`src/rtl/ysyx_24100012_alu_pkg.sv`:
```
// ysyx_24100012_alu_pkg: shared FSM state, ALU opcode and csrType constants for the ALU arbiter
package ysyx_24100012_alu_pkg;
  typedef enum logic {S_IDLE, S_RESP} state_t;
  localparam logic [3:0] ALU_ADD  = 4'b0000;
  localparam logic [3:0] ALU_SUB  = 4'b1000;
  localparam logic [3:0] ALU_SLL  = 4'b0001;
  localparam logic [3:0] ALU_SLT  = 4'b0010;
  localparam logic [3:0] ALU_SLTU = 4'b0011;
  localparam logic [3:0] ALU_XOR  = 4'b0100;
  localparam logic [3:0] ALU_SRL  = 4'b0101;
  localparam logic [3:0] ALU_SRA  = 4'b1101;
  localparam logic [3:0] ALU_OR   = 4'b0110;
  localparam logic [3:0] ALU_AND  = 4'b0111;
  localparam logic [1:0] CSR_PRIV   = 2'b00;
  localparam logic [1:0] CSR_NOPRIV = 2'b11;
  localparam logic [1:0] CSR_IDLE   = 2'b01;
endpackage

```
`src/rtl/ysyx_24100012_rr_arb2.sv`:
```
// ysyx_24100012_rr_arb2: 2-way one-hot arbiter, round-robin or fixed priority under YSYX_24100012_ALU_ARB_FIXED_PRIO_EN
module ysyx_24100012_rr_arb2 (
  input  logic       clk,
  input  logic       rst,
  input  logic [1:0] req,
  input  logic       en,
  output logic [1:0] gnt
);
`ifdef YSYX_24100012_ALU_ARB_FIXED_PRIO_EN
  logic unused;
  assign unused = ^{clk, rst, en};
  assign gnt = req[0] ? 2'b01 : {req[1], 1'b0};
`else
  // last starts at 1 so requester 0 wins the first tie
  logic last;
  always_ff @(posedge clk or negedge rst)
    if (!rst) last <= 1'b1;
    else if (en) last <= gnt[1];
  assign gnt = (&req) ? (last ? 2'b01 : 2'b10) : req;
`endif
endmodule

```
`src/rtl/ysyx_24100012_alu_arb.sv`:
```
// ysyx_24100012_alu_arb: two requesters share one combinational ALU; define YSYX_24100012_ALU_ARB_FIXED_PRIO_EN for fixed priority
module ysyx_24100012_alu_arb
  import ysyx_24100012_alu_pkg::*;
#(
  parameter int DATA_WIDTH = 32,
  parameter int N_SEL      = 4
) (
  input  logic                    clk,
  input  logic                    rst,
  input  logic [1:0]              req_valid,
  output logic [1:0]              req_ready,
  input  logic [2*DATA_WIDTH-1:0] req_a,
  input  logic [2*DATA_WIDTH-1:0] req_b,
  input  logic [2*N_SEL-1:0]      req_sel,
  input  logic [3:0]              req_csr,
  output logic [DATA_WIDTH-1:0]   alu_a,
  output logic [DATA_WIDTH-1:0]   alu_b,
  output logic [N_SEL-1:0]        alu_sel,
  output logic [1:0]              alu_csr,
  input  logic [DATA_WIDTH-1:0]   alu_res,
  output logic [1:0]              resp_valid,
  input  logic [1:0]              resp_ready,
  output logic [DATA_WIDTH-1:0]   resp_data,
  output logic                    busy
);
  state_t state, state_nxt;
  logic owner, idle, accept;
  logic [1:0] gnt;
  assign idle = state == S_IDLE;
  assign accept = idle & |req_valid;
  // requests are masked outside IDLE so gnt is zero while a result is held
  ysyx_24100012_rr_arb2 u_arb (
    .clk (clk),
    .rst (rst),
    .req (idle ? req_valid : 2'b00),
    .en  (accept),
    .gnt (gnt)
  );
  always_ff @(posedge clk or negedge rst)
    if (!rst) state <= S_IDLE;
    else state <= state_nxt;
  always_ff @(posedge clk or negedge rst)
    if (!rst) begin
      resp_data <= '0;
      owner     <= 1'b0;
    end else if (accept) begin
      resp_data <= alu_res;
      owner     <= gnt[1];
    end
  always_comb state_nxt = idle ? (|req_valid ? S_RESP : S_IDLE) : (resp_ready[owner] ? S_IDLE : S_RESP);
  always_comb begin
    req_ready  = idle ? gnt : 2'b00;
    resp_valid = idle ? 2'b00 : (owner ? 2'b10 : 2'b01);
    busy       = !idle;
    alu_a      = gnt[1] ? req_a[DATA_WIDTH +: DATA_WIDTH] : gnt[0] ? req_a[0 +: DATA_WIDTH] : '0;
    alu_b      = gnt[1] ? req_b[DATA_WIDTH +: DATA_WIDTH] : gnt[0] ? req_b[0 +: DATA_WIDTH] : '0;
    alu_sel    = gnt[1] ? req_sel[N_SEL +: N_SEL] : gnt[0] ? req_sel[0 +: N_SEL] : '0;
    alu_csr    = gnt[1] ? req_csr[3:2] : gnt[0] ? req_csr[1:0] : CSR_IDLE;
  end
endmodule

```
`config.mk`:
```
export PLATFORM = sky130hd
export DESIGN_NAME = ysyx_24100012_alu_arb
export DESIGN_NICKNAME = d
export VERILOG_FILES = /design/src/rtl/ysyx_24100012_alu_pkg.sv /design/src/rtl/ysyx_24100012_rr_arb2.sv /design/src/rtl/ysyx_24100012_alu_arb.sv
export SDC_FILE = /design/constraint.sdc
export NUM_CORES = 1
export LEC_CHECK = 0
export CAP_MARGIN = 10
export CELL_PAD_IN_SITES_DETAIL_PLACEMENT = 0
export CELL_PAD_IN_SITES_GLOBAL_PLACEMENT = 1
export CORE_MARGIN = 10
export CORE_UTILIZATION = 26
export DETAILED_ROUTE_END_ITERATION = 12
export GPL_ROUTABILITY_DRIVEN = 0
export PLACE_DENSITY_LB_ADDON = 0.1
export SYNTH_ARGS = -nofsm -noshare
export SYNTH_HDL_FRONTEND = slang
export SYNTH_SLANG_ARGS = --single-unit
```
`constraint.sdc`:
```
create_clock -name clk -period 1.75 [get_ports clk]
set_input_delay 0.175 -clock clk [delete_from_list [all_inputs] [get_ports clk]]
set_output_delay 0.175 -clock clk [all_outputs]
set_load 0.005 [all_outputs]
```
==> results.md, run 1 <==
- Post-synth EDFFs: 0
- Total global routing overflow: 0
- Port Buffers: 284
- Met3 Wirelength: 1480 um
- Pins over their slew limit: 0
- Syn Nets: 512
- Cts bufs inserted: 5
- N_diodes: 0
- Residual DRC count: 0
- Synth top cells by count: nand2b_1, o32ai_2, dfrtp_1
- Synthesized area per cell: 11.2 um2
- 1st-iter DRT viols: 116
- WL per Instance: 21.2 um
- Max Fclk: 540 MHz
- Antenna viol nets, final: 0
- # fillers: 1179
- Slowest stage cell, crit path: dfstp_2
- Crit-path max cell delay: 0.58 ns
- Final #Nets: 836
- Worst hold path type: in2async
- Die H: 140 um
- Family with the most delay on the worst path: flip-flops
- Leakage: 3.43 nW
- Worst skew pair latency: 0.27 ns
- Slew HR: 70.6%
- Register area share after synthesis: 23.4%
- Worst Setup End Kind: output pin
- Mapped Cells: 334
- Pint: 0.00687 W
- Final Hold Viols: 0
- Clk pwr share: 10.2%
- DIE WIDTH: 140 um
- Die ar.: 19600 um2
- Metal-1 WL: 6810 um
- Final Total Pwr: 0.0102 W
- Global-route wire length before repair: 26000 um
- Clock slew at reported path FFs: 0.06 ns
- Starting Density: 26.8%
- #FFs+latches synth: 35
- Drt first pass iters: 4
- Dpl hpwl: 12700 um
- CP Class: reg2out
- Most used DFF post-synth: dfrtp_1
- Run status: complete, but fails checks
- Area leader, netlist: o32ai_2
- Sw Ratio: 32.8%
- Non-Filler Instances: 839
- Peak supply drop: 0.000937 V
- Share of layout cells above drive strength 1: 46.1%
- Register share of total power: 14.9%
- Sw Pwr: 0.00334 W
- CTS sink count: 35
- Top routing layer in use: met4
- Routed WL: 17800 um
- CTS tree: done
- Failing checks: negative setup slack
- Crit-path max FO: 8
- Final Cycle Share: 106%
- Top cell type's share of synthesized area: 29.9%
- Largest net degree at the start of global routing: 39
- RSZ-0062 raised after global routing: yes
- Routed vias: 3913
- Asr flop ratio synth: 100%
- Final Skew: 0.00665 ns
- Most common cell in the netlist: nand2b_1
- Ranking of synthesized cells by area: o32ai_2, nand2b_1, dfrtp_1, mux2_4, buf_6
- Post-DR vias/cell: 4.66
- Critical Path AT: 1.68 ns
- CP startpoint kind: register
- Buf/Inv on CP: 4
- YS warnings: 0
- Crit-path cells: nor2b_4 > buf_12 > buf_16 > buf_6 > o32ai_2 > buf_2
- Least-Margin Pin Slew: 0.441 ns
- Tmin final: 1.85 ns
- Std-Cell Rows: 43
- Number of top-level pins: 285
- Vias in the first global route: 4267
- Maximum clock path buffer count: 2
- Max Cap Viol: 0
- Reg2Reg Setup Slack: 0.21 ns
- Placed insts: 782
- Yosys cell types: 24
- Clk Tree Root Cell: clkbuf_16
- Initial antenna violation count: 0
- Synthesized area: 3750 um2
- # setup viols final: 52
- Worst endpoint required time: 1.57 ns
- GRT Overall Usage: 16.4%
- Combinational power share: 74.9%
- Core area: 14000 um2
- H-tree depth: 2
- PwrDens: 1270 nW/um2
- Setup slack after layout: -0.101 ns
- Met2 Wirelength: 9310 um
- Area Growth Syn to Fin: 115%
==> kinds of logic (layout without fill, tap and decap cells) <==
family / count (synthesis) / after routing / share of synthesized area, %
compound gates: 75 / 75 / 31.5
flops: 35 / 35 / 23.4
simple gates: 147 / 147 / 24.3
buf+inv: 44 / 369 / 7.93
mux: 33 / 33 / 12.9
==> metrics by stage <==
| step | setup WS, ns | hold slack [ns] | TNS, ns | util [%] | area (um2) |
|---|---|---|---|---|---|
| finish | -0.101 | 0.309 | -2.46 | 57.6 | 8050 |
| global route | -0.172 | 0.358 | -5.52 | 57.6 | 8050 |
| CTS | -0.125 | 0.323 | -4.06 | 54.3 | 7600 |
| detailed placement | -0.445 | 0.484 | -26.72 | 49.1 | 6870 |
| global placement | -0.459 | 0.477 | -25.85 | 49.1 | 6870 |
| floorplan | 0.459 | -0.121 | 0 | - | 3750 |
==> power by group through the flow <==
stage	combinational (W)	clock, W	sequential, W
5_1_grt	0.00817	0.00111	0.00157
3_3_place_gp	0.00598	0	0.00150
2_1_floorplan	0.00322	0	0.00150
6_report	0.00765	0.00104	0.00152
4_1_cts	0.00692	0.00106	0.00153
3_5_place_dp	0.00604	0	0.00151
==> layout by cell type, fill, tap and decap left out, types with 2 or more instances in the layout <==
| master | n |
|---|---|
| clkbuf_16 | 13 |
| dlygate4sd2_1 | 4 |
| nor2_1 | 2 |
| o32ai_4 | 12 |
| buf_4 | 15 |
| dfrtp_1 | 33 |
| or2_1 | 2 |
| mux2_1 | 2 |
| nand2b_4 | 42 |
| buf_6 | 22 |
| buf_12 | 18 |
| nand2b_1 | 97 |
| mux2_4 | 30 |
| o32ai_2 | 57 |
| buf_16 | 11 |
| clkdlybuf4s50_1 | 207 |
| buf_2 | 71 |
==> final timing paths <==
| check | start | end | cells after the start |
|---|---|---|---|
| min | rst | resp_data[8] | 2 |
| min reg2reg | resp_data[11] | resp_data[11] | 1 |
| max in group asynchronous | rst | u_arb.last | 2 |
| max | u_arb.last | alu_a[11] | 6 |
| min in group clk | alu_res[10] | resp_data[10] | 2 |
| max reg2reg | busy | resp_data[10] | 5 |
==> state kept, by name (all words and copies together) (netlist names) <==
signal	cells
busy	1
owner	1
resp_data	32
u_arb.last	1
==> repair_timing <==
item / in CTS / in global routing
endpoints found under the setup margin: 74 / 73
pin swaps: 27 / 27
resized for setup: 361 / 50
cloned: 12 / 10
buffers inserted: 29 / 8
hold buffers: 0 / 0
==> per-layer routing <==
metal,GRT usage [%],vias to the layer above
met5,0,-
met4,2.99,0
met3,6.32,13
met2,29.1,157
met1,18.3,1868
li1,-,1875
==> area by class of cell <==
class,instances,area [um2],area share [%]
Clock buffer,6,139,1.72
Clock inverter,2,38.8,0.482
Inverter,2,8.76,0.109
Multi-Input combinational cell,255,3050,37.8
Sequential cell,35,878,10.9
Tap cell,180,225,2.80
Timing Repair Buffer,359,3720,46.2
Power figures use the tool's default switching activity.
==> inputs of run 2 (changes only) <==
- SETUP_SLACK_MARGIN: unset -> 0.3
==> results.md, run 2 (synthesis gave the netlist of run 1 again) <==
- Routed vias: 4154
- RSZ-0062 raised after global routing: yes
- Worst Setup End Kind: output pin
- Commonest non-fill, non-tap cell in the layout: clkdlybuf4s50_1
- Residual DRC count: 0
- Pins over their slew limit: 0
- Clk Tree Root Cell: clkbuf_16
- Vias in the first global route: 4450
- CP startpoint kind: register
- Maximum clock path buffer count: 2
- Antenna viol nets, final: 0
- Final #Nets: 868
- Highest-count cells in the layout ignoring fill and taps: clkdlybuf4s50_1, nand2b_1, buf_2
- Share of layout cells above drive strength 1: 52.2%
- PwrDens: 1330 nW/um2
- Final Cycle Share: 108%
- Non-Filler Instances: 872
- GRT Overall Usage: 17.5%
- Failing checks: negative setup slack
- Crit-path max FO: 8
- DIE WIDTH: 140 um
- CTS sink count: 35
- Initial antenna violation count: 1
- Slew HR: 71.0%
- H-tree depth: 2
- Std-Cell Rows: 43
- Worst flop-to-flop path startpoint: busy
- WL per Instance: 22.0 um
- Total global routing overflow: 0
- Dpl hpwl: 12700 um
- Largest net degree at the start of global routing: 39
- CTS tree: done
- 1st-iter DRT viols: 144
- # setup viols final: 64
- Area Growth Syn to Fin: 135%
- FF-to-FF End: resp_data[0]
- Setup slack after layout: -0.148 ns
- Leakage: 3.85 nW
- Core area: 14000 um2
- Largest register by flop count: resp_data
- Reg2Reg Setup Slack: 0.04 ns
- Peak supply drop: 0.000909 V
- Tmin final: 1.90 ns
- Die ar.: 19600 um2
- Worst hold path type: in2async
- Slowest stage cell, crit path: dfstp_2
- Placed insts: 782
- Core Util, Final: 63.1%
- Max Cap Viol: 0
- Worst skew pair latency: 0.27 ns
- Number of top-level pins: 285
- Max Fclk: 527 MHz
- Crit-path max cell delay: 0.58 ns
- Port Buffers: 284
- R2R depth: 7
- Least-Margin Pin Slew: 0.436 ns
- Final Hold Viols: 0
- Clock slew at reported path FFs: 0.06 ns
- Family with the most delay on the worst path: flip-flops
- Max reg flops: 32
- Buf/Inv on CP: 4
- Crit-path cells: nor2b_4 > buf_8 > buf_6 > buf_16 > o32ai_2 > buf_2
- Critical Path AT: 1.72 ns
- Post-DR vias/cell: 4.76
- Cts bufs inserted: 5
- Starting Density: 26.8%
- Run status: complete, but fails checks
- Final Skew: 0.00598 ns
- Global-route wire length before repair: 27600 um
- Routed WL: 19200 um
- Worst endpoint required time: 1.57 ns
- # hold bufs at CTS: 0
- Drt first pass iters: 4
- CP Class: reg2out
- Die H: 140 um
run 2: cell count changes in the layout (fill, tap and decap cells not counted), sizes merged:
cell | before | now
diode | 0 | 1
dlygate4sd2 | 4 | 2
clkbuf | 15 | 16
buf | 138 | 172
dlymetal6s2s | 1 | 0
run 2: what timing repair did:
item / in CTS / in global routing
gates resized for setup: 419 / 42
endpoints found under the hold margin: 0 / 0
endpoints found under the setup margin: 107 / 107
gates cloned: 19 / 12
buffers inserted: 40 / 10
pin swaps: 36 / 28
run 2: routing by layer:
metal	vias up	part of all wire [%]	track usage, %
li1	1946	-	-
met5	-	0	0
met3	13	7.7	5.68
met2	175	54	31.7
met4	0	1.2	2.66
met1	2020	37	19.7
run 2: where the power goes:
part | switching [W] | leakage [nW] | internal, W | total, W
Combinational | 0.00313 | 3.36 | 0.00608 | 0.00921
Clock | 0.000325 | 0.0875 | 0.000715 | 0.00104
Sequential | 0.000286 | 0.406 | 0.00124 | 0.00153
Total | 0.00374 | 3.85 | 0.00804 | 0.0118
run 2: area by class of cell:
cell class | instances | area [um2]
antenna | 1 | 2.50
clock buffer | 6 | 139
clock inverter | 2 | 38.8
fill | 1128 | 5170
inverter | 2 | 8.76
multi-input combinational | 255 | 3190
sequential | 35 | 878
tap | 180 | 225
timing repair buffer | 391 | 4340
run 2: worst max path at each step:
stage	to	from	cells after the start
2_1_floorplan	alu_a[0]	u_arb.last	4
3_3_place_gp	alu_sel[3]	req_valid[0]	5
3_5_place_dp	alu_sel[3]	req_valid[0]	5
4_1_cts	alu_a[4]	u_arb.last	6
5_1_grt	alu_sel[1]	u_arb.last	6
6_report	alu_sel[1]	u_arb.last	6
run 2: stage by stage:
step | hold slack [ns] | total power [W] | TNS, ns | setup slack (ns) | cell area (um2)
after CTS | 0.323 | 0.0106 | -5.29 | -0.175 | 8150
after floorplan | -0.121 | 0.00472 | 0 | 0.459 | 3750
after detailed placement | 0.484 | 0.00755 | -26.72 | -0.445 | 6870
after global routing | 0.358 | 0.0124 | -7.44 | -0.219 | 8820
after global placement | 0.477 | 0.00749 | -25.85 | -0.459 | 6870
final | 0.310 | 0.0118 | -3.92 | -0.148 | 8820
run 2: worst reg2reg max path, delay by kind of cell, from the launching register on:
family | cells | cell delay (ns)
muxes | 1 | 0.29
DFF | 1 | 0.45
AOI/OAI and AO/OA | 1 | 0.19
buffers and inverters | 5 | 0.66
